[config.mk]
export PLATFORM = sky130hd
export DESIGN_NAME = ram_rd_ctrl
export DESIGN_NICKNAME = d
export VERILOG_FILES = /design/src/rtl/ram_rd_ctrl.sv
export SDC_FILE = /design/constraint.sdc
export NUM_CORES = 1
export LEC_CHECK = 0
export BUFFER_PORTS_ARGS = -buffer_cell sky130_fd_sc_hd__clkbuf_2
export CORE_MARGIN = 2
export CORE_UTILIZATION = 47
export CTS_CLUSTER_SIZE = 16
export DETAILED_ROUTE_END_ITERATION = 10
export GPL_TIMING_DRIVEN = 0
export PLACE_DENSITY_LB_ADDON = 0.2
export SLEW_MARGIN = 30
export SYNTH_ARGS = -nofsm -noshare
export SYNTH_HDL_FRONTEND = slang
export SYNTH_SLANG_ARGS = --single-unit
export TNS_END_PERCENT = 10
[constraint.sdc]
create_clock -name clk -period 5.2 [get_ports clk]
set_clock_uncertainty 0.1 [all_clocks]
set_input_delay 0 -clock clk [delete_from_list [all_inputs] [get_ports clk]]
set_output_delay 0 -clock clk [all_outputs]
set_load 0.05 [all_outputs]
[src/rtl/ram_rd_ctrl.sv]
// Sequential read controller for block-RAM port B: sweeps len words from base_addr into a 2-entry stream buffer.
// Optional running checksum of sent words is built when RAM_RD_CHKSUM_EN is defined.
module ram_rd_ctrl #(
  parameter int ADDR_W = 16,
  parameter int DATA_W = 16
) (
  input  logic              clk,
  input  logic              rst,
  input  logic              start,
  input  logic [ADDR_W-1:0] base_addr,
  input  logic [ADDR_W:0]   len,
  output logic              busy,
  output logic              done,
  output logic              ram_enb,
  output logic [ADDR_W-1:0] ram_addrb,
  input  logic [DATA_W-1:0] ram_doutb,
  output logic [DATA_W-1:0] m_data,
  output logic              m_valid,
  input  logic              m_ready,
  output logic [DATA_W-1:0] checksum
);

  typedef enum logic [1:0] {
    S_IDLE  = 2'd0,
    S_READ  = 2'd1,
    S_DRAIN = 2'd2,
    S_DONE  = 2'd3
  } state_t;

  state_t            state_q, state_d;
  logic [ADDR_W-1:0] base_q, base_d;
  logic [ADDR_W:0]   len_q, len_d;
  logic [ADDR_W:0]   issued_q, issued_d;
  logic [ADDR_W:0]   accepted_q, accepted_d;
  logic              inflight_q, inflight_d;
  logic [1:0]        fill_q, fill_d;
  logic              rd_ptr_q, rd_ptr_d;
  logic              wr_ptr_q, wr_ptr_d;
  logic [DATA_W-1:0] buf0_q, buf0_d;
  logic [DATA_W-1:0] buf1_q, buf1_d;
  logic              pop_s;
  logic              room_s;
  logic              issue_s;

  // Space check counts the word still in the RAM pipeline so the buffer can never overflow.
  always_comb begin
    pop_s   = (fill_q != 2'd0) && m_ready;
    room_s  = (({1'b0, fill_q} + {2'b00, inflight_q}) - {2'b00, pop_s}) < 3'd2;
    issue_s = (state_q == S_READ) && (issued_q != len_q) && room_s;
  end

  // Next-state, counters and buffer update.
  always_comb begin
    state_d    = state_q;
    base_d     = base_q;
    len_d      = len_q;
    issued_d   = issued_q;
    accepted_d = accepted_q + {{ADDR_W{1'b0}}, pop_s};
    inflight_d = issue_s;
    fill_d     = fill_q + {1'b0, inflight_q} - {1'b0, pop_s};
    rd_ptr_d   = rd_ptr_q;
    wr_ptr_d   = wr_ptr_q;
    buf0_d     = buf0_q;
    buf1_d     = buf1_q;

    case (state_q)
      S_IDLE: begin
        if (start) begin
          base_d     = base_addr;
          len_d      = len;
          issued_d   = '0;
          accepted_d = '0;
          state_d    = (len == '0) ? S_DONE : S_READ;
        end else begin
          state_d = S_IDLE;
        end
      end
      S_READ: begin
        if (issue_s) begin
          issued_d = issued_q + {{ADDR_W{1'b0}}, 1'b1};
          if (issued_d == len_q) begin
            state_d = S_DRAIN;
          end else begin
            state_d = S_READ;
          end
        end else begin
          state_d = S_READ;
        end
      end
      S_DRAIN: begin
        if (accepted_d == len_q) begin
          state_d = S_DONE;
        end else begin
          state_d = S_DRAIN;
        end
      end
      S_DONE: begin
        state_d = S_IDLE;
      end
      default: begin
        state_d = S_IDLE;
      end
    endcase

    if (inflight_q) begin
      if (wr_ptr_q) begin
        buf1_d = ram_doutb;
      end else begin
        buf0_d = ram_doutb;
      end
      wr_ptr_d = ~wr_ptr_q;
    end else begin
      wr_ptr_d = wr_ptr_q;
    end

    if (pop_s) begin
      rd_ptr_d = ~rd_ptr_q;
    end else begin
      rd_ptr_d = rd_ptr_q;
    end
  end

  // State and datapath registers; reset also drops any read still in flight.
  always_ff @(posedge clk) begin
    if (rst) begin
      state_q    <= S_IDLE;
      base_q     <= '0;
      len_q      <= '0;
      issued_q   <= '0;
      accepted_q <= '0;
      inflight_q <= 1'b0;
      fill_q     <= 2'd0;
      rd_ptr_q   <= 1'b0;
      wr_ptr_q   <= 1'b0;
      buf0_q     <= '0;
      buf1_q     <= '0;
    end else begin
      state_q    <= state_d;
      base_q     <= base_d;
      len_q      <= len_d;
      issued_q   <= issued_d;
      accepted_q <= accepted_d;
      inflight_q <= inflight_d;
      fill_q     <= fill_d;
      rd_ptr_q   <= rd_ptr_d;
      wr_ptr_q   <= wr_ptr_d;
      buf0_q     <= buf0_d;
      buf1_q     <= buf1_d;
    end
  end

  assign ram_enb   = issue_s;
  assign ram_addrb = issue_s ? (base_q + issued_q[ADDR_W-1:0]) : '0;
  assign m_valid   = (fill_q != 2'd0);
  assign m_data    = rd_ptr_q ? buf1_q : buf0_q;
  assign busy      = (state_q == S_READ) || (state_q == S_DRAIN);
  assign done      = (state_q == S_DONE);

`ifdef RAM_RD_CHKSUM_EN
  logic [DATA_W-1:0] chk_q, chk_d;

  // Checksum clears on an accepted start and otherwise adds every transferred word.
  always_comb begin
    chk_d = chk_q;
    if ((state_q == S_IDLE) && start) begin
      chk_d = '0;
    end else if (pop_s) begin
      chk_d = chk_q + m_data;
    end else begin
      chk_d = chk_q;
    end
  end

  // Checksum register.
  always_ff @(posedge clk) begin
    if (rst) begin
      chk_q <= '0;
    end else begin
      chk_q <= chk_d;
    end
  end

  assign checksum = chk_q;
`else
  assign checksum = '0;
`endif

endmodule

==> impl_metrics.py <==
metrics = {
    "routing": {
        "drc_errors": 0,
        "dr.pass1.iters": 5,
        "via_count": 6121,
        "first_iter_violations": 471,
        "viasPerCell": 5.25,
        "drt_wl_total_um": 17100,
        "ant_nets": 0,
        "wl_per_cell_um": 14.6,
    },
    "timing": {
        "tightest_slew_ns": 0.862,
        "whs_ns": 0.00521,
        "fmax_ghz": 0.282,
        "final.min_clock_period_ns": 3.55,
        "setup_tns_ns": 0,
        "slew_violations": 0,
        "hold_viol": 0,
        "fin_crit_sh_pct": 68.2,
        "setup_viol": 0,
        "slew_headroom_pct": 42.0,
        "rsz0062_at_grt": "no",
    },
    "placed_design": {
        "port_buffers": 88,
        "post-dp-hpwl_um": 12400,
        "postPlaceCellArea_um2": 7180,
        "place_congestion": 0.919,
    },
    "synthesis": {
        "yosys-mux-area-fraction_pct": 3.89,
        "synth-compound-area-share_pct": 14.9,
        "ys_ff_latch": 106,
        "avgSynthCellArea_um2": 7.88,
        "synth_flop_cell": "dfxtp_1",
        "syn_inst": 820,
        "synth_xor_area_share_pct": 11.1,
        "syn-cell-area_um2": 6460,
        "synth-simple-area-share_pct": 25.1,
        "synth_fa_ha_area_share_pct": 5.46,
        "ys_seq_area_share_pct": 32.8,
        "synth_top_family_by_area": "simple AND/OR/NAND/NOR gates",
        "synth_cell_types": 72,
        "ys_warn_count": 0,
        "synthArstFlopShare_pct": 0,
        "synth_edf_count": 0,
    },
    "setup_path": {
        "r2r_cells": 12,
        "critical_path_class": "reg2out",
        "arrival_ns": 3.45,
        "path_cells": "inv_1 > nand2_1 > and2_1 > ha_1 > inv_1 > ha_1 > fa_1 > xor2_1 > nand3b_1 > a21o_2 > clkbuf_1 > nor2_1 > clkbuf_2",
        "crit_buf_inv": 4,
        "path_delay_family": "buffers and inverters",
        "cp.required_ns": 5.10,
        "end_kind": "output pin",
        "cpPeakStageDelay_ns": 0.56,
        "crit_path_max_fanout": 10,
        "start_kind": "flip-flop",
        "cp_num_cells": 13,
        "cp_slowest_cell": "clkbuf_1",
    },
    "clock_tree": {
        "cts.sinks": 106,
        "clk_pin_slew_ns": 0.08,
        "cts_resized": 0,
        "cts-buffers-inserted": 9,
        "htree_levels": 3,
        "cts-root-buf": "clkbuf_16",
        "clk-insertion-delay-late_ns": 0.36,
        "cts_tree": "done",
        "cts_setup_buffers": 0,
        "cts_hold_buffers": 50,
        "clock_path_buffers": 2,
    },
    "finish": {
        "design_area_um2": 7980,
        "fin_nets": 1064,
        "antenna_cells": 0,
        "area_growth_pct": 23.5,
        "seq_area_um2": 2120,
        "multi_input_area_um2": 3960,
        "drive_gt1_share_pct": 17.8,
        "fillers": 1283,
    },
    "global_routing": {
        "grt_max_degree": 19,
        "grt_pass1_vias": 5507,
        "grt_pass1_wl_um": 27300,
        "antenna_found_initial": 0,
        "globalRouteOverflowTotal": 0,
        "gr-usage-all-layers_pct": 23.6,
    },
    "floorplan": {
        "core_area_um2": 13300,
        "chipWidth_um": 121,
        "num_io_pins": 105,
        "die_h_um": 121,
        "die_area_um2": 14700,
        "fp-row-count": 42,
        "initial_core_util_pct": 48.4,
    },
    "flow_run": {
        "maxCapViolations": 0,
    },
    "pwr": {
        "internal-power_uw": 1470,
        "comb_power_share_pct": 29.3,
        "power_density_nw_per_um2": 284,
        "p_sw_share_pct": 35.2,
        "clkPwrFrac_pct": 31.0,
        "p_leak_uw": 0.00316,
        "switching_power_uw": 797,
        "vdd_ir_drop_max_v": 0.000248,
        "pwr-share-seq_pct": 39.7,
        "p_total_uw": 2260,
    },
    "run_status": {
        "status": "complete, no violations",
    },
    "hold_path": {
        "hold_depth": 4,
        "hold_path.class": "in2reg",
    },
}
synthesized netlist by cell type (all sizes together) (17+ instances only):
| cell type | instances | area share [%] |
|---|---|---|
| a21oi | 84 | 6.5 |
| buf | 30 | 3.2 |
| clkbuf | 40 | 2.4 |
| dfxtp | 106 | 33 |
| ha | 25 | 4.8 |
| inv | 18 | 1.0 |
| mux2 | 17 | 3.0 |
| nand2 | 152 | 8.8 |
| nand4 | 18 | 2.2 |
| nor2 | 65 | 3.8 |
| nor4 | 18 | 2.0 |
| o211ai | 17 | 2.1 |
| o21ai | 17 | 1.3 |
| xnor2 | 51 | 7.0 |
| xor2 | 30 | 4.1 |
worst paths after layout:
check | from | end | slack (ns)
worst min-delay path | m_ready | rd_ptr_q | 0.005
worst max-delay path | fill_q[1] | ram_addrb[3] | 1.65
worst max register to register | fill_q[1] | state_q[0] | 1.78
worst min register to register | buf0_q[0] | buf0_q[0] | 0.35
metal layers:
layer / track usage (%) / up-vias / wire (um)
li1: - / 3119 / -
met1: 31.2 / 2820 / 7840
met2: 38.9 / 157 / 8000
met3: 4.61 / 25 / 805
met4: 7.40 / 0 / 408
met5: 0 / - / 0
power by group through the flow:
stage          clock [uW]  sequential (uW)  combinational [uW]
3_5_place_dp            0              918                 630
5_1_grt               744              905                 723
2_1_floorplan           0              907                 475
6_report              701              899                 662
4_1_cts               714              900                 662
3_3_place_gp            0              917                 628
placed cells by master (no fill, tap or decap), types with 18 or more instances in the layout:
master,count
clkbuf_2,89
ha_1,25
dlygate4sd3_1,50
xor2_1,30
dfxtp_1,106
nor2_1,65
xnor2_1,50
a21oi_1,84
buf_4,18
clkbuf_1,38
nand2_1,152
flip-flops by register name (all words and copies together) (netlist names), 2 cells and up:
register    cells
accepted_q     17
issued_q       17
buf0_q         16
buf1_q         16
fill_q          2
state_q         2
len_q          17
base_q         16
through the flow:
step	util [%]	worst slack (ns)	instances
final	59.8	1.65	1165
after global routing	59.8	1.43	1165
after CTS	59.8	1.65	1165
after detailed placement	53.8	1.96	1099
after global placement	53.8	1.95	1099
after floorplan	-	1.47	835
logic make-up (layout without fill, tap and decap cells):
logic type / after synthesis / in the layout
simple gates: 336 / 336
flops: 106 / 106
fa+ha+maj: 27 / 27
buf+inv: 88 / 242
other cells: 1 / 16
compound gates: 158 / 158
mux: 23 / 23
xor+xnor: 81 / 81
worst register-to-register path: stages (launching register included):
cell       delay (ns)
dfxtp_1          0.34
inv_1            0.08
nand2_1          0.11
and2_1           0.23
ha_1             0.18
ha_1             0.13
clkbuf_2         0.17
nand4_1          0.28
nor4_1           0.81
o2111ai_1        0.23
nor4_1           0.42
a32oi_1          0.17
o21ai_0          0.10
layout make-up:
cell class                 count  area share, %
clock inverter                 7          0.972
inverter                      18          0.847
sequential                   106           26.6
buffer                        70           4.55
clock buffer                   9           2.82
multi-input combinational    641           49.7
timing repair buffer         138           11.8
tap                          176           2.76
Note: power is estimated with default switching activity, not from simulation.
